<file path="src/rtl/ex_div.sv">
// ex_div: multi-cycle 32-bit integer divider for the EX stage.
// Uses radix-2 restoring division, one quotient bit per cycle. A divide takes
// 34 clock edges (1 load + 32 iterate + 1 sign fix-up). Divide by zero takes
// 2 edges and returns 64'h0.
//
// Ports:
//   clk           rising-edge clock
//   rst           synchronous, active-high reset
//   signed_div_i  1 = DIV (signed), 0 = DIVU
//   opdata1_i     dividend
//   opdata2_i     divisor
//   start_i       divide request, held high until ready_o is seen
//   annul_i       cancels the in-flight divide (flush/exception)
//   result_o      {remainder, quotient}, registered
//   ready_o       result valid, registered
//   stallreq_o    start_i & ~ready_o, freezes the earlier pipeline stages
module ex_div #(
    parameter int DATA_W = 32
) (
    input  logic                  clk,
    input  logic                  rst,
    input  logic                  signed_div_i,
    input  logic [DATA_W-1:0]     opdata1_i,
    input  logic [DATA_W-1:0]     opdata2_i,
    input  logic                  start_i,
    input  logic                  annul_i,
    output logic [2*DATA_W-1:0]   result_o,
    output logic                  ready_o,
    output logic                  stallreq_o
);

    localparam int CNT_W = $clog2(DATA_W) + 1;

    typedef enum logic [1:0] {
        S_IDLE   = 2'd0,
        S_BYZERO = 2'd1,
        S_ON     = 2'd2,
        S_END    = 2'd3
    } state_e;

    state_e                 state_q;
    logic [CNT_W-1:0]       cnt_q;
    logic [2*DATA_W:0]      work_q;
    logic [DATA_W-1:0]      divisor_q;
    logic                   signed_q;
    logic                   op1_neg_q;
    logic                   op2_neg_q;
    logic [2*DATA_W-1:0]    result_q;
    logic                   ready_q;

    logic [DATA_W-1:0]      op1_abs_d;
    logic [DATA_W-1:0]      op2_abs_d;
    logic [DATA_W:0]        diff_d;
    logic [2*DATA_W:0]      work_d;
    logic [DATA_W-1:0]      quot_d;
    logic [DATA_W-1:0]      rem_d;

    // Two's complement negation mod 2^DATA_W when en is set.
    function automatic logic [DATA_W-1:0] cond_neg(input logic [DATA_W-1:0] v,
                                                   input logic              en);
        logic [DATA_W-1:0] r;
        if (en) begin
            r = (~v) + {{(DATA_W-1){1'b0}}, 1'b1};
        end else begin
            r = v;
        end
        return r;
    endfunction

    // Operand magnitudes, one restoring step and the final sign fix-up.
    always_comb begin
        op1_abs_d = cond_neg(opdata1_i, signed_div_i & opdata1_i[DATA_W-1]);
        op2_abs_d = cond_neg(opdata2_i, signed_div_i & opdata2_i[DATA_W-1]);
        // Partial remainder (with next dividend bit) minus divisor; bit DATA_W
        // is the borrow, i.e. the partial remainder was smaller.
        diff_d    = {1'b0, work_q[2*DATA_W-1:DATA_W]} - {1'b0, divisor_q};
        if (diff_d[DATA_W]) begin
            work_d = {work_q[2*DATA_W-1:0], 1'b0};
        end else begin
            work_d = {diff_d[DATA_W-1:0], work_q[DATA_W-1:0], 1'b1};
        end
        quot_d = cond_neg(work_q[DATA_W-1:0], signed_q & (op1_neg_q ^ op2_neg_q));
        rem_d  = cond_neg(work_q[2*DATA_W:DATA_W+1], signed_q & op1_neg_q);
    end

    // Divider FSM with registered result and ready.
    always_ff @(posedge clk) begin
        if (rst) begin
            state_q   <= S_IDLE;
            cnt_q     <= {CNT_W{1'b0}};
            work_q    <= {(2*DATA_W+1){1'b0}};
            divisor_q <= {DATA_W{1'b0}};
            signed_q  <= 1'b0;
            op1_neg_q <= 1'b0;
            op2_neg_q <= 1'b0;
            result_q  <= {(2*DATA_W){1'b0}};
            ready_q   <= 1'b0;
        end else begin
            case (state_q)
                S_IDLE: begin
                    ready_q  <= 1'b0;
                    result_q <= {(2*DATA_W){1'b0}};
                    if (start_i && !annul_i) begin
                        signed_q  <= signed_div_i;
                        op1_neg_q <= opdata1_i[DATA_W-1];
                        op2_neg_q <= opdata2_i[DATA_W-1];
                        if (opdata2_i == {DATA_W{1'b0}}) begin
                            state_q <= S_BYZERO;
                        end else begin
                            state_q   <= S_ON;
                            cnt_q     <= {CNT_W{1'b0}};
                            divisor_q <= op2_abs_d;
                            work_q    <= {{DATA_W{1'b0}}, op1_abs_d, 1'b0};
                        end
                    end else begin
                        state_q <= S_IDLE;
                    end
                end
                S_BYZERO: begin
                    work_q   <= {(2*DATA_W+1){1'b0}};
                    result_q <= {(2*DATA_W){1'b0}};
                    if (annul_i) begin
                        state_q <= S_IDLE;
                        ready_q <= 1'b0;
                    end else begin
                        state_q <= S_END;
                        ready_q <= 1'b1;
                    end
                end
                S_ON: begin
                    if (annul_i) begin
                        state_q  <= S_IDLE;
                        ready_q  <= 1'b0;
                        result_q <= {(2*DATA_W){1'b0}};
                    end else if (cnt_q != CNT_W'(DATA_W)) begin
                        work_q <= work_d;
                        cnt_q  <= cnt_q + CNT_W'(1);
                    end else begin
                        result_q <= {rem_d, quot_d};
                        ready_q  <= 1'b1;
                        state_q  <= S_END;
                    end
                end
                S_END: begin
                    // Only a dropped start (or a flush) releases the result;
                    // a still-high start never restarts the divider.
                    if (!start_i || annul_i) begin
                        state_q  <= S_IDLE;
                        ready_q  <= 1'b0;
                        result_q <= {(2*DATA_W){1'b0}};
                    end else begin
                        state_q <= S_END;
                    end
                end
                default: begin
                    state_q  <= S_IDLE;
                    ready_q  <= 1'b0;
                    result_q <= {(2*DATA_W){1'b0}};
                end
            endcase
        end
    end

    assign result_o   = result_q;
    assign ready_o    = ready_q;
    assign stallreq_o = start_i & ~ready_q;

endmodule

</file>
<file path="config.mk">
export PLATFORM = sky130hd
export DESIGN_NAME = ex_div
export DESIGN_NICKNAME = d
export VERILOG_FILES = /design/src/rtl/ex_div.sv
export SDC_FILE = /design/constraint.sdc
export NUM_CORES = 1
export LEC_CHECK = 0
export ABC_AREA = 1
export BUFFER_PORTS_ARGS = -buffer_cell sky130_fd_sc_hd__clkbuf_2
export CORE_MARGIN = 1
export CORE_UTILIZATION = 55
export CTS_CLUSTER_DIAMETER = 80
export DETAILED_ROUTE_END_ITERATION = 10
export PLACE_DENSITY = 0.75
export SYNTH_ARGS = -nofsm -noshare
export SYNTH_HDL_FRONTEND = slang
export SYNTH_SLANG_ARGS = --single-unit
</file>
<file path="constraint.sdc">
create_clock -name clk -period 4.4 [get_ports clk]
set_clock_uncertainty 0.2 [all_clocks]
set_input_delay 0.66 -clock clk [delete_from_list [all_inputs] [get_ports clk]]
set_output_delay 0.66 -clock clk [all_outputs]
set_load 0.02 [all_outputs]
</file>
==> impl_metrics.env, run 1 <==
export IMPL_outcome="completed"
export IMPL_path_delay_family="compound AO/OA/AOI/OAI gates"
export IMPL_finalCriticalPeriod_ns=3.04
export IMPL_cts_root_buf="clkbuf_16"
export IMPL_powerDensity_nw_per_um2=279
export IMPL_firstDrtPassIters=5
export IMPL_antenna_found_initial=0
export IMPL_clkSinkCount=173
export IMPL_synth_xor_area_share_pct=3.51
export IMPL_setup_slack_ns=1.36
export IMPL_synth_cell_types=50
export IMPL_dp_hpwl_um=32000
export IMPL_antenna_left=0
export IMPL_worst_pin_slew_ns=1.08
export IMPL_syn_inst=2227
export IMPL_layout_drive_gt1_share_pct=12.3
export IMPL_drv_cap=0
export IMPL_cts_htree_levels=4
export IMPL_grt_pass1_vias=12900
export IMPL_postCtsSetupBuffers=0
export IMPL_final_core_util_pct=61.7
export IMPL_setup_violations=0
export IMPL_crit_path_end_kind="register"
export IMPL_critPathLaunchType="register"
export IMPL_critPathRequiredTime_ns=4.50
export IMPL_synth_mux_area_share_pct=0
export IMPL_relSlewSlack_pct=27.9
export IMPL_peakVddDrop_uv=241
export IMPL_clk_latency_ns=0.44
export IMPL_hold_path_class="register to register"
export IMPL_arrival_ns=3.14
export IMPL_hold_violations=0
export IMPL_rsz0062_at_grt="false"
export IMPL_finalCritPeriodShare_pct=69.0
export IMPL_ys_ff_latch=173
export IMPL_instances_no_fill=2643
export IMPL_port_buffers=134
export IMPL_whs_ns=0.265
export IMPL_tns_ns=0
export IMPL_nets=2425
export IMPL_p_leak_nw=7.19
export IMPL_antennaDiodeCount=0
export IMPL_core_area_um2=23500
export IMPL_crit_fanout=41
export IMPL_num_io_pins=135
export IMPL_fin_area_um2=14500
export IMPL_track_usage_pct=33.3
export IMPL_syn_avg_cell_area_um2=5.94
export IMPL_area_delta_synth_final_pct=9.71
export IMPL_drt_iter0_markers=1108
export IMPL_post_cts_resized=0
export IMPL_drc=0
export IMPL_wl_per_cell_um=15.3
export IMPL_fp_dieH_um=157
export IMPL_dpl_cell_count=2612
export IMPL_grt_max_degree=66
export IMPL_cts_tree="yes"
export IMPL_n_fill_cell=2466
export IMPL_cts_made_buffers=17
export IMPL_path_class="register to register"
export IMPL_clock_path_buffers=2
export IMPL_total_power_mw=4.05
export IMPL_synth_compound_area_share_pct=15.7
export IMPL_clkSlewWorstSetupHoldPaths_ns=0.08
export IMPL_yosysSeqAreaShare_pct=26.2
export IMPL_synthSimpleGateAreaFrac_pct=37.8
export IMPL_finalMaxSlewViolations=0
export IMPL_cp_slowest_cell="dfxtp_1"
export IMPL_slowest_delay_ns=0.56
export IMPL_fp_row_count=56
export IMPL_die_area_um2=24700
export IMPL_grt_ovfl_total=0
export IMPL_crit_chain="ha_1 -> a21o_1 -> a21oi_1 -> nand2_1 -> a21oi_1 -> nand2_4 -> inv_2 -> nand2_1 -> nand3_1 -> a21oi_2"
export IMPL_vias_per_cell=5.37
export IMPL_drt_wl_total_um=40500
export IMPL_pre_cts_slack_ns=1.24
export IMPL_ys_warnings_count=0
export IMPL_grt_pass1_wl_um=64300
export IMPL_synthAdderAreaFrac_pct=4.22
export IMPL_ctsHoldBuffers=0
export IMPL_die_x_um=157
export IMPL_synth_top_family_by_area="simple AND/OR/NAND/NOR gates"
export IMPL_placed_cell_area_um2=13900
export IMPL_syn_cell_area_um2=13200
export IMPL_fmax_ghz=0.329
export IMPL_syn_nets=2340
export IMPL_gp_congestion=0.990
export IMPL_via_count=14200
export IMPL_start_util_pct=56.2
export IMPL_path_buf_inv=1
path summary, 6_finish.rpt:
| kind | from | end | slack (ns) | cells after the start |
|---|---|---|---|---|
| min | result_o[32] | result_o[32] | 0.27 | 2 |
| max | work_q[61] | work_q[43] | 1.36 | 10 |
| min reg2reg | result_o[32] | result_o[32] | 0.27 | 2 |
| max reg2reg | work_q[61] | work_q[43] | 1.36 | 10 |
synthesized netlist by cell type, drive strengths merged:
library cell	instances	share of area (%)
a211oi	1	0.057
a21boi	1	0.057
a21o	1	0.057
a21oi	216	9.1
a221oi	1	0.066
a31oi	1	0.047
and2	2	0.095
and3	2	0.095
buf	41	2.3
clkbuf	35	1.0
clkinv	1	0.028
dfxtp	173	26
fa	1	0.15
ha	43	4.1
inv	327	9.3
nand2	678	20
nand3	191	7.3
nand3b	7	0.40
nand4	22	1.2
nor2	237	7.1
nor3	26	1.1
nor3b	2	0.11
nor4	1	0.047
o2111ai	1	0.066
o211ai	5	0.28
o21ai	134	5.2
o21bai	2	0.11
o22ai	9	0.43
o31ai	4	0.23
o32ai	1	0.066
or2	8	0.38
xnor2	16	1.1
xor2	37	2.4
cells in the final DEF (no fill, tap or decap), types with 4 or more instances in the layout:
cell type / Yosys / final
ha_1: 43 / 43
nor2_4: 4 / 4
xor2_1: 37 / 37
dfxtp_1: 173 / 173
nand3b_1: 7 / 7
buf_4: 8 / 9
inv_2: 11 / 11
a21oi_1: 184 / 184
nand2_1: 636 / 636
o21ai_1: 7 / 7
nand2_2: 41 / 41
clkbuf_16: 0 / 17
nor2_2: 8 / 8
nor3_1: 24 / 23
nand4_1: 21 / 21
a21oi_2: 32 / 32
o31ai_1: 4 / 4
o211ai_1: 5 / 5
nor2_1: 225 / 225
or2_2: 7 / 7
o22ai_1: 9 / 9
inv_8: 0 / 5
nand3_1: 190 / 190
clkbuf_2: 1 / 133
inv_1: 316 / 316
o21ai_0: 124 / 124
xnor2_1: 16 / 16
cell type report:
cell class | instances | area, um^2 | area share (%)
Tap cell | 319 | 399 | 2.75
Clock buffer | 18 | 439 | 3.03
Inverter | 328 | 1230 | 8.48
Sequential cell | 173 | 3460 | 23.9
Multi-Input combinational cell | 1650 | 8100 | 55.8
Clock inverter | 13 | 148 | 1.02
Timing Repair Buffer | 142 | 733 | 5.05
per-layer routing:
metal	global-route usage (%)	up-vias	routed length [um]
met5	0	-	0
met4	14.0	0	1460
met3	3.77	81	1910
met2	56.1	415	18900
met1	43.0	6472	18200
li1	-	7237	-
flip-flops by register name, indices dropped and copies added (netlist names):
name / flops
divisor_q: 32
op1_neg_q: 1
state_q: 2
cnt_q: 6
signed_q: 1
work_q: 65
result_o: 64
op2_neg_q: 1
ready_o: 1
power breakdown:
group          total [mW]  internal [mW]  switching [mW]
combinational       0.866          0.266           0.600
sequential           1.68           1.62          0.0520
clock                1.51          0.772           0.735
logic make-up after synthesis:
kind of cell / count (synthesis)
compound gates: 377
flops: 173
buf+inv: 404
fa+ha+maj: 44
xor+xnor: 53
simple gates: 1176
worst min-delay path, delay by kind of cell (launching register included):
family / cells / cell delay, ns
flops: 1 / 0.31
simple gates: 1 / 0.06
compound gates: 1 / 0.05
Note: power is estimated with default switching activity, not from simulation.
==> inputs of run 2 (changes only) <==
Settings changed: ABC_AREA 1 to 0, PLACE_DENSITY 0.75 to 0.76.
Clock period 4.4 ns to 2.8 ns, I/O delays scaled along.
==> impl_metrics.env, run 2 <==
export IMPL_drv_cap=0
export IMPL_ys_warnings_count=0
export IMPL_clock_path_buffers=2
export IMPL_slowest_delay_ns=0.51
export IMPL_crit_path_end_kind="register"
export IMPL_yosysTopAreaCell="dfxtp_1"
export IMPL_num_io_pins=135
export IMPL_drc=0
export IMPL_syn_nets=1546
export IMPL_port_buffers=134
export IMPL_final_cell_mix="buf_4 (181), nor2_1 (179), dfxtp_1 (165)"
export IMPL_crit_path_frequent_cell="a31o_4"
export IMPL_dp_hpwl_um=25800
export IMPL_antenna_found_initial=0
export IMPL_fmax_ghz=0.331
export IMPL_arrival_ns=3.21
export IMPL_antennaDiodeCount=0
export IMPL_cp_slowest_cell="or4_1"
export IMPL_start_util_pct=56.8
export IMPL_outcome="complete, but fails checks"
export IMPL_rsz0062_at_grt="true"
export IMPL_clk_latency_ns=0.44
export IMPL_gp_congestion=0.932
export IMPL_hold_violations=0
export IMPL_synth_edff_count=0
export IMPL_synth_cell_types=85
export IMPL_p_leak_nw=6.23
export IMPL_violations="setup timing"
export IMPL_yosys_area_top_type_share_pct=30.9
export IMPL_critPathLaunchType="register"
export IMPL_synth_ff_type="dfxtp_1"
export IMPL_nets=1812
export IMPL_ctsHoldBuffers=0
export IMPL_drt_iter0_markers=1107
export IMPL_yosysSeqAreaShare_pct=30.9
export IMPL_die_x_um=145
export IMPL_critPathRequiredTime_ns=2.98
export IMPL_synthArstFlopShare_pct=0
export IMPL_synth_most_common_cell="nor2_1"
export IMPL_vias_per_cell=5.99
export IMPL_fp_row_count=51
export IMPL_layout_commonest_cell="buf_4"
export IMPL_cts_htree_levels=4
export IMPL_syn_cell_area_um2=11200
export IMPL_relSlewSlack_pct=43.0
export IMPL_clkSinkCount=173
export IMPL_core_area_um2=19700
export IMPL_via_count=11800
export IMPL_grt_pass1_vias=10200
export IMPL_largest_register="work_q"
export IMPL_peakVddDrop_uv=446
export IMPL_area_delta_synth_final_pct=31.3
export IMPL_crit_chain="inv_2 -> ha_4 -> fa_2 -> nand2b_4 -> a21o_1 -> a31o_4 -> a311oi_4 -> a21oi_2 -> a31o_4 -> or4_1 -> nand3_1"
export IMPL_grt_ovfl_total=0
export IMPL_largest_reg_flops=65
export IMPL_wl_per_cell_um=17.7
export IMPL_finalCriticalPeriod_ns=3.03
export IMPL_path_class="register to register"
export IMPL_syn_avg_cell_area_um2=7.82
export IMPL_worst_pin_slew_ns=0.855
export IMPL_track_usage_pct=32.4
export IMPL_ys_ff_latch=173
export IMPL_die_area_um2=20900
export IMPL_antenna_left=0
export IMPL_powerDensity_nw_per_um2=437
export IMPL_setup_violations=37
export IMPL_final_seq_area_um2=3480
export IMPL_setup_slack_ns=-0.225
export IMPL_clkSlewWorstSetupHoldPaths_ns=0.08
export IMPL_yosys_top_cells_area="dfxtp_1 (31%), xnor2_1 (6.4%), nor2_1 (6.1%), ha_1 (4.8%), xor2_1 (4.7%)"
export IMPL_finalCritPeriodShare_pct=108
export IMPL_layout_drive_gt1_share_pct=28.0
export IMPL_cts_root_buf="clkbuf_16"
export IMPL_synth_common_cells="nor2_1 (182), dfxtp_1 (173), nand2_1 (116), a21oi_1 (93), xnor2_1 (82)"
export IMPL_hold_path_class="primary input to register"
export IMPL_cts_made_buffers=17
export IMPL_firstDrtPassIters=5
export IMPL_grt_max_degree=55
export IMPL_final_core_util_pct=74.6
export IMPL_grt_pass1_wl_um=53000
export IMPL_cts_tree="yes"
export IMPL_pre_cts_slack_ns=-0.243
export IMPL_syn_inst=1433
export IMPL_finalMaxSlewViolations=0
export IMPL_n_fill_cell=1451
export IMPL_multi_input_area_um2=7720
export IMPL_drt_wl_total_um=34900
export IMPL_crit_fanout=6
export IMPL_fp_dieH_um=145
-- run 2: changes by cell type in the layout (fill, tap and decap cells not counted), sizes merged, moves of 24 or more --
cell and change:
a21oi -123, a211oi +43, a22oi +39, xnor2 +66, nand3 -133, nor2 -53
o21ai -57, inv -268, nand2 -562, nor3 +24, buf +191
-- run 2: metal layers --
layer | wire length [um] | vias up | GRT usage (%) | share of wire, %
li1 | - | 5682 | - | -
met1 | 15900 | 5592 | 46.6 | 45
met2 | 15500 | 504 | 49.1 | 44
met3 | 2860 | 61 | 5.96 | 8.2
met4 | 668 | 0 | 9.09 | 1.9
met5 | 0 | - | 0 | 0
-- run 2: kinds of logic after synthesis --
| family | share of synthesized area [%] |
|---|---|
| AOI/OAI and AO/OA | 23.4 |
| xor gates and xnor gates | 11.1 |
| adders and majority gates | 4.98 |
| buffers and inverters | 5.36 |
| DFF | 30.9 |
| muxes | 1.34 |
| and+or+nand+nor | 22.9 |
-- run 2: power by group --
group          internal (mW)  leakage (nW)  total, mW  switching [mW]
registers               2.55          1.41       2.63          0.0839
clock network           1.21         0.294       2.41            1.19
logic                  0.604          4.52       1.40           0.794
-- run 2: what timing repair did --
item / CTS / global route
gates cloned: 1 / 1
endpoints found under the setup margin: 41 / 60
pin swaps: 22 / 38
gates resized for setup: 27 / 83
buffers inserted: 4 / 12
-- run 2: layout make-up --
type | count | area share [%]
clock buffer | 17 | 2.89
multi-input combinational | 1115 | 52.5
clock inverter | 15 | 1.23
sequential | 173 | 23.6
timing repair buffer | 334 | 16.0
inverter | 58 | 1.48
tap | 265 | 2.25
-- run 2: path summary, 6_finish.rpt --
| kind | startpoint | end | slack (ns) | cells past startpoint |
|---|---|---|---|---|
| hold reg to reg | divisor_q[31] | divisor_q[31] | 0.26 | 2 |
| setup / recovery | work_q[32] | work_q[36] | -0.23 | 11 |
| hold / removal | opdata1_i[31] | op1_neg_q | 0.05 | 3 |
| setup reg to reg | work_q[32] | work_q[36] | -0.23 | 11 |
-- run 2: worst max-delay path: cells and delay by family (launching register included) --
kind | cells | cell delay, ns
compound gates | 5 | 1.14
fa+ha+maj | 2 | 0.49
buf+inv | 1 | 0.05
flops | 1 | 0.34
simple gates | 3 | 0.74
-- run 2: stage by stage --
| stage | TNS, ns | power, mW | std cells | instance area [um^2] | hold WS, ns |
|---|---|---|---|---|---|
| 2_1_floorplan | -5.39 | 3.45 | 1433 | 11300 | 0.232 |
| 3_3_place_gp | -2.90 | 3.93 | 1927 | 13300 | 0.248 |
| 3_5_place_dp | -8.34 | 3.95 | 1927 | 13300 | 0.249 |
| 4_1_cts | -1.70 | 6.34 | 1964 | 14100 | 0.0441 |
| 5_1_grt | -5.86 | 6.66 | 1977 | 14700 | 0.0931 |
| 6_report | -3.88 | 6.43 | 1977 | 14700 | 0.0494 |
